[src/rtl/life_grid_reader_if.sv]
// Row stream from the grid reader: one 16-bit board row plus its index per transfer.
// A transfer occurs on a rising clock edge where row_valid && row_ready; while
// row_valid is high and row_ready is low, row_data/row_idx/row_last hold steady.
interface life_grid_reader_if;
    logic [15:0] row_data;
    logic [3:0]  row_idx;
    logic        row_valid;
    logic        row_ready;
    logic        row_last;

    modport master (
        output row_data,
        output row_idx,
        output row_valid,
        output row_last,
        input  row_ready
    );

    modport slave (
        input  row_data,
        input  row_idx,
        input  row_valid,
        input  row_last,
        output row_ready
    );
endinterface

[src/rtl/life_grid_reader.sv]
// Snapshots a 16x16 life board on start and streams it row by row over a
// valid/ready link, reporting the frame's live-cell count when the frame completes.
module life_grid_reader #(
    parameter bit REVERSE = 1'b0
) (
    input  logic                       clk,
    input  logic                       areset,
    input  logic                       start,
    input  logic [255:0]               grid,
    life_grid_reader_if.master         row,
    output logic                       busy,
    output logic                       done,
    output logic [8:0]                 pop_count,
    output logic [1:0]                 state
);

    typedef enum logic [1:0] {
        IDLE = 2'd0,
        SEND = 2'd1,
        DONE = 2'd2
    } state_t;

    localparam logic [3:0] FIRST_IDX = REVERSE ? 4'd15 : 4'd0;
    localparam logic [3:0] LAST_IDX  = REVERSE ? 4'd0  : 4'd15;
    localparam logic [3:0] IDX_STEP  = REVERSE ? 4'hF  : 4'h1;

    state_t       cur_state;
    state_t       nxt_state;
    logic [255:0] shadow;
    logic [3:0]   idx;
    logic [8:0]   run_count;
    logic [15:0]  cur_row;
    logic [4:0]   row_pop;
    logic         xfer;
    logic         at_last;

    function automatic logic [4:0] popcount16(input logic [15:0] v);
        logic [4:0] n;
        n = '0;
        for (int i = 0; i < 16; i++) begin
            n = n + {4'd0, v[i]};
        end
        return n;
    endfunction

    // Rows are read only from the shadow copy, so the live board may change freely.
    assign cur_row = shadow[{idx, 4'b0000} +: 16];
    assign row_pop = popcount16(cur_row);
    assign at_last = (idx == LAST_IDX);
    assign xfer    = (cur_state == SEND) && row.row_ready;

    assign row.row_data  = cur_row;
    assign row.row_idx   = idx;
    assign row.row_valid = (cur_state == SEND);
    assign row.row_last  = (cur_state == SEND) && at_last;
    assign busy          = (cur_state == SEND) || (cur_state == DONE);
    assign done          = (cur_state == DONE);
    assign state         = cur_state;

    always_ff @(posedge clk or posedge areset) begin
        if (areset) begin
            cur_state <= IDLE;
        end else begin
            cur_state <= nxt_state;
        end
    end

    always_comb begin
        nxt_state = cur_state;
        case (cur_state)
            IDLE: begin
                if (start) begin
                    nxt_state = SEND;
                end
            end
            SEND: begin
                if (xfer && at_last) begin
                    nxt_state = DONE;
                end
            end
            DONE: begin
                nxt_state = IDLE;
            end
            default: begin
                nxt_state = IDLE;
            end
        endcase
    end

    always_ff @(posedge clk or posedge areset) begin
        if (areset) begin
            shadow    <= '0;
            idx       <= '0;
            run_count <= '0;
            pop_count <= '0;
        end else begin
            if (cur_state == IDLE && start) begin
                shadow    <= grid;
                idx       <= FIRST_IDX;
                run_count <= '0;
            end else if (xfer) begin
                run_count <= run_count + {4'd0, row_pop};
                if (at_last) begin
                    // Published on the final transfer so it is already valid while done is high.
                    pop_count <= run_count + {4'd0, row_pop};
                end else begin
                    idx <= idx + IDX_STEP;
                end
            end
        end
    end

endmodule
[src/flat_wrapper.sv]
// flat-port wrapper written by rule: the top's interface ports become plain ports
module life_grid_reader_flat 
#(
    parameter bit REVERSE = 1'b0
)
  (clk, areset, start, grid, busy, done, pop_count, state, row_row_data, row_row_idx, row_row_valid, row_row_last, row_row_ready);
  life_grid_reader_if row_i ();
  input  logic clk;
  input  logic areset;
  input  logic start;
  input  logic [255:0] grid;
  output logic busy;
  output logic done;
  output logic [8:0] pop_count;
  output logic [1:0] state;
  output wire logic [$bits(row_i.row_data)-1:0] row_row_data;
  output wire logic [$bits(row_i.row_idx)-1:0] row_row_idx;
  output wire logic [$bits(row_i.row_valid)-1:0] row_row_valid;
  output wire logic [$bits(row_i.row_last)-1:0] row_row_last;
  input wire logic [$bits(row_i.row_ready)-1:0] row_row_ready;
  assign row_row_data = row_i.row_data;
  assign row_row_idx = row_i.row_idx;
  assign row_row_valid = row_i.row_valid;
  assign row_row_last = row_i.row_last;
  assign row_i.row_ready = row_row_ready;
  life_grid_reader #(.REVERSE(REVERSE)) u_core (.clk(clk), .areset(areset), .start(start), .grid(grid), .row(row_i), .busy(busy), .done(done), .pop_count(pop_count), .state(state));
endmodule
[config.mk]
export PLATFORM = sky130hd
export DESIGN_NAME = life_grid_reader_flat
export DESIGN_NICKNAME = d
export VERILOG_FILES = /design/src/rtl/life_grid_reader_if.sv /design/src/rtl/life_grid_reader.sv /design/src/flat_wrapper.sv
export SDC_FILE = /design/constraint.sdc
export NUM_CORES = 1
export LEC_CHECK = 0
export CAP_MARGIN = 20
export CORE_MARGIN = 2
export CORE_UTILIZATION = 45
export DETAILED_ROUTE_END_ITERATION = 6
export PLACE_DENSITY = 0.78
export SLEW_MARGIN = 30
export SYNTH_ARGS = -nofsm -noshare
export SYNTH_HDL_FRONTEND = slang
export SYNTH_SLANG_ARGS = --single-unit
[constraint.sdc]
create_clock -name clk -period 9.8 [get_ports clk]
set_input_delay 0.98 -clock clk [delete_from_list [all_inputs] [get_ports clk]]
set_output_delay 0.98 -clock clk [all_outputs]
set_load 0.05 [all_outputs]
# Yosys cells after proc, flatten, opt, wreduce, memory -nomap -nowiden
# Index checks and enable logic that the tools add are counted.
# word_totals
reg_bits	280
inputBits	260
wordCells	48
# classes
n_addsub	17
eq_ne	6
shift	1
muxes	8
bitwise	1
n_reduce_logical	10
# op_table
cell	n
$shiftx 256x9->16	1
$add 5x1->5	14
$mux 9	2
$mux 4	3
$add 9x5->9	1
$add 4x1->4 const B	1
$eq 4x4->1 const B	1
$logic_and 1x1->1	4
$mux 2	2
$ne 2x2->1 const B	2
$pmux 2 s2	1
$reduce_and 2->1	2
$reduce_and 3->1	1
$add 1x1->2	1
$eq 2x1->1 const B	1
$eq 2x2->1 const B	1
$logic_not 2->1	1
$ne 2x1->1 const B	1
$reduce_bool 2->1	1
$logic_or 1x1->1	1
$not 1->1	1

# Longest topological paths before layout
# logic_depth
ltp_word	19
ltp_mapped	25
mapped_depth_nobuf	23

# Worst setup path after synthesis
# No wires, ideal clock.
# synth_path
path_type	reg2reg
startpoint	register u_core.idx[1] (netlist: u_core.row.row_idx[1])
endpoint	register u_core.pop_count[8]
arrival_ns	6.842
required_time_ns	9.665
slack_ns	2.823
stages_incl_launch_ff	22
period_less_slack_ns	6.977
cell_sequence	dfrtp_1 > buf_2 > buf_2 > buf_2 > mux4_2 > mux2i_1 > a21oi_1 > ha_1 > inv_1 > fa_1 > fa_1 > fa_1 > fa_1 > fa_1 > fa_1 > xnor2_1 > ha_1 > nor2b_1 > o31a_1 > o2111ai_1 > xor2_1 > o21ai_0
# synth_via
elab_chain_len	17
elab_cells_between_ends	19
cone_classes	add/sub (16); eq/ne (1); shift (1); reduce/logical (1)
# synth_rtl
item	line_no	rtl
start: declaration	life_grid_reader.sv:30	logic [3:0] idx;
start signal: assignment	life_grid_reader.sv:107	idx <= idx + IDX_STEP;
$shiftx 256x9->16	life_grid_reader.sv:47	assign cur_row = shadow[{idx, 4'b0000} +: 16];
net row_row_data[1]	flat_wrapper.sv:16	output wire logic [$bits(row_i.row_data)-1:0] row_row_data;
$add 1x1->2	life_grid_reader.sv:41	n = n + {4'd0, v[i]};
$add 5x1->5 (14 in series)	life_grid_reader.sv:41	
$add 9x5->9	life_grid_reader.sv:105	pop_count <= run_count + {4'd0, row_pop};
end signal: assignment	life_grid_reader.sv:105	
end: declaration	life_grid_reader.sv:13	output logic [8:0] pop_count,
# The timed path passes the listed nets, and every way through them passes these cells.
# A chain may end at the register's enable or synchronous reset.

# Worst setup path after layout
# layout_path
startpoint	register u_core.idx[2] (netlist: u_core.row.row_idx[2])
endpoint	register u_core.pop_count[8]
# layout_via
elab_chain_len	17
elab_cells_between_ends	19
cone_classes	add/sub (16); eq/ne (1); shift (1); reduce/logical (1)
# layout_rtl
item	line_no
$shiftx 256x9->16	life_grid_reader.sv:47
$add 1x1->2	life_grid_reader.sv:41
$add 5x1->5 (14 in series)	life_grid_reader.sv:41
$add 9x5->9	life_grid_reader.sv:105
# Parallel ways exist; a longest one is shown, timed or not.

==> results.ini <==
[logic_synthesis]
synth_fa_ha_area_share_pct=3.050
ys_seq_area_share_pct=52.40
ys_ff_latch=280
async_reset_ff_share_pct=100.0
synth_ff_type=dfrtp_1
syn_nets=1699
synth_top_area_share_pct=52.40
syn_area_per_cell_um2=9.463
synthMuxAreaShare_pct=13.69
yosys.area_share.simple_pct=23.68
yosysWarnings=0
ys_types=36
synth_edf_count=0
yosys.area.top_type=dfrtp_1
synth-xor-area-share_pct=0.9825
synthCells=1413
ys_top_cells_by_area=dfrtp_1 52%, nand2_1 22%, mux4_2 7.6%, mux4_1 3.7%, fa_1 1.6%
synth-compound-area-share_pct=2.564
synth_top_family_by_area=simple AND/OR/NAND/NOR gates
syn_area_um2=13370

[floorplan]
chipHeight_um=176.4
ioPinCount=295
die_w_um=176.4
start_util_pct=45.36
core-area_um2=29480
dieArea_um2=31110
fp-row-count=63

[clocking]
cts_resized=0
numCtsBuffers=29
cts_hold_buf=0
clk_latency_ns=0.54
clkTransAtPathRegs_ns=0.06
h-tree-depth=1
cts_root_buf=clkbuf_16
post-cts-setup-buffer-count=0
max-clock-path-buffers=3
cts_tree=yes
cts.sinks=280

[place]
place_hpwl_mm=26.90
port_buffers=294
gp_congestion=0.8552

[hold_path]
hp-class=register to register
hold-path-cell-count=2

[grt]
antenna_found_initial=0
grt_usage_pct=24.53
grt_pass1_wl_mm=58.75
grt_max_degree=149
gr-total-overflow=0
grt_pass1_vias=10650

[critical_path]
worst-path-max-fanout=30
critPathArrivalTime_ns=7.32
crit_buf_inv=2
start_kind=register
path_cells=buf_4 -> mux4_1 -> nor2b_1 -> a211oi_1 -> a21oi_1 -> ha_1 -> inv_1 -> fa_1 -> fa_1 -> fa_1 -> fa_1 -> fa_1 -> fa_1 -> xnor2_1 -> ha_1 -> nor2b_1 -> o31a_1 -> o2111ai_1 -> xor2_1 -> o21ai_0
crit_top_cell=fa_1
cp_top_family=adder cells
cp_num_cells=20
path_class=register to register
endpoint_kind=register
reg2regPathDepth=20
slowest_delay_ns=0.85
cpMaxStageDelayCell=dfrtp_2
required_ns=10.20

[finish]
fill_cells=2476
layout-drive-gt1-share_pct=8.546
diodes=0
nNetsFinal=1950
ff_latch_area_um2=7013
multiInputGateArea_um2=5889
final_cell_mix=797 x nand2_1, 294 x clkdlybuf4s50_1, 277 x dfrtp_1
syn_to_final_growth_pct=30.87
final_common_cell=nand2_1

[run]
cap_violations=0

[sta]
skew_ns=0.009720
fin_crit_ns=6.918
drv_slew=0
period_share_pct=70.59
relSlewSlack_pct=35.87
fmaxAchievable_mhz=144.5
setup_tns_ns=0
final-hold-violation-count=0
rsz0062_at_grt=false
tightestPinTransition_ns=0.9619
finalSetupViolations=0

[routing]
drt-initial-drc-count=1034
drc=0
antenna_left=0
first_pass_iters=5
wl_mm=37.72
dr_total_vias=10790
drt-wirelength-per-cell_um=18.18
routed_via_density=5.198

[outcome]
status=finished, final reports clean

[worst paths after layout]
path	start	endpoint	slack, ns
min	u_core.shadow[215]	u_core.shadow[215]	0.46
max in group asynchronous	areset	u_core.shadow[92]	6.83
max reg2reg	u_core.row.row_idx[2]	u_core.pop_count[8]	2.88
max	u_core.row.row_idx[2]	u_core.pop_count[8]	2.88
min in group asynchronous	areset	u_core.shadow[133]	1.00
min reg2reg	u_core.shadow[215]	u_core.shadow[215]	0.46
[Yosys cell counts (2+ instances only)]
cell	count
buf_6	6
o21a_1	3
nand2_1	798
inv_1	18
xor2_1	11
o21a_2	9
mux2i_1	16
clkbuf_1	55
mux2_2	14
buf_2	9
a211oi_1	6
and3_1	2
nor2b_1	8
o211ai_1	2
a21o_1	2
mux4_1	19
mux4_2	45
a21oi_1	15
nand4_1	2
and2_1	3
ha_1	15
inv_2	11
fa_1	11
dfrtp_1	280
xnor2_1	4
nor2_1	15
nand3_1	3
buf_1	12
o21ai_0	12
[metal layers]
layer | track usage, % | wire [um] | up-vias
li1 | - | - | 5008
met1 | 33.77 | 15700 | 5294
met2 | 39.43 | 18000 | 400
met3 | 3.553 | 2447 | 83
met4 | 9.986 | 1573 | 0
met5 | 0 | 0 | -
[worst min-delay path: cells and delay by family (launching register included)]
| family | cells | cell delay [ns] |
|---|---|---|
| flops | 1 | 0.33 |
| simple gates | 2 | 0.10 |
[flip-flops by register name (all words and copies together), names as in the netlist]
signal	count
u_core.run_count	9
u_core.shadow	256
u_core.row.row_idx	4
u_core.state	2
u_core.pop_count	9
[metrics by stage]
| step | setup WS (ns) | util (%) | hold slack (ns) | area, um^2 | cells |
|---|---|---|---|---|---|
| floorplan | 1.098 | - | 0.4373 | 13370 | 1413 |
| global placement | 2.985 | 56.05 | 0.4492 | 16520 | 2023 |
| detailed placement | 2.830 | 56.08 | 0.4552 | 16530 | 2023 |
| CTS | 2.823 | 59.32 | 0.4697 | 17490 | 2075 |
| global route | 2.475 | 59.36 | 0.4822 | 17500 | 2075 |
| finish | 2.882 | 59.36 | 0.4635 | 17500 | 2075 |
[cell type report]
cell class / instances / share of cell area [%]
sequential: 280 / 40.08
multi-input combinational: 1020 / 33.66
timing repair buffer: 304 / 17.33
clock buffer: 39 / 4.705
tap: 390 / 2.789
clock inverter: 13 / 0.7508
inverter: 29 / 0.6935
[logic make-up after synthesis]
kind of cell / after synthesis
adder cells (fa/ha/maj): 26
buffers and inverters: 113
XOR/XNOR: 15
AO/OA/AOI/OAI: 53
flip-flops: 280
AND/OR/NAND/NOR: 832
multiplexers: 94
Power is not shown: default switching activity piles up to over one toggle a cycle in this logic, so the estimate is an artifact.
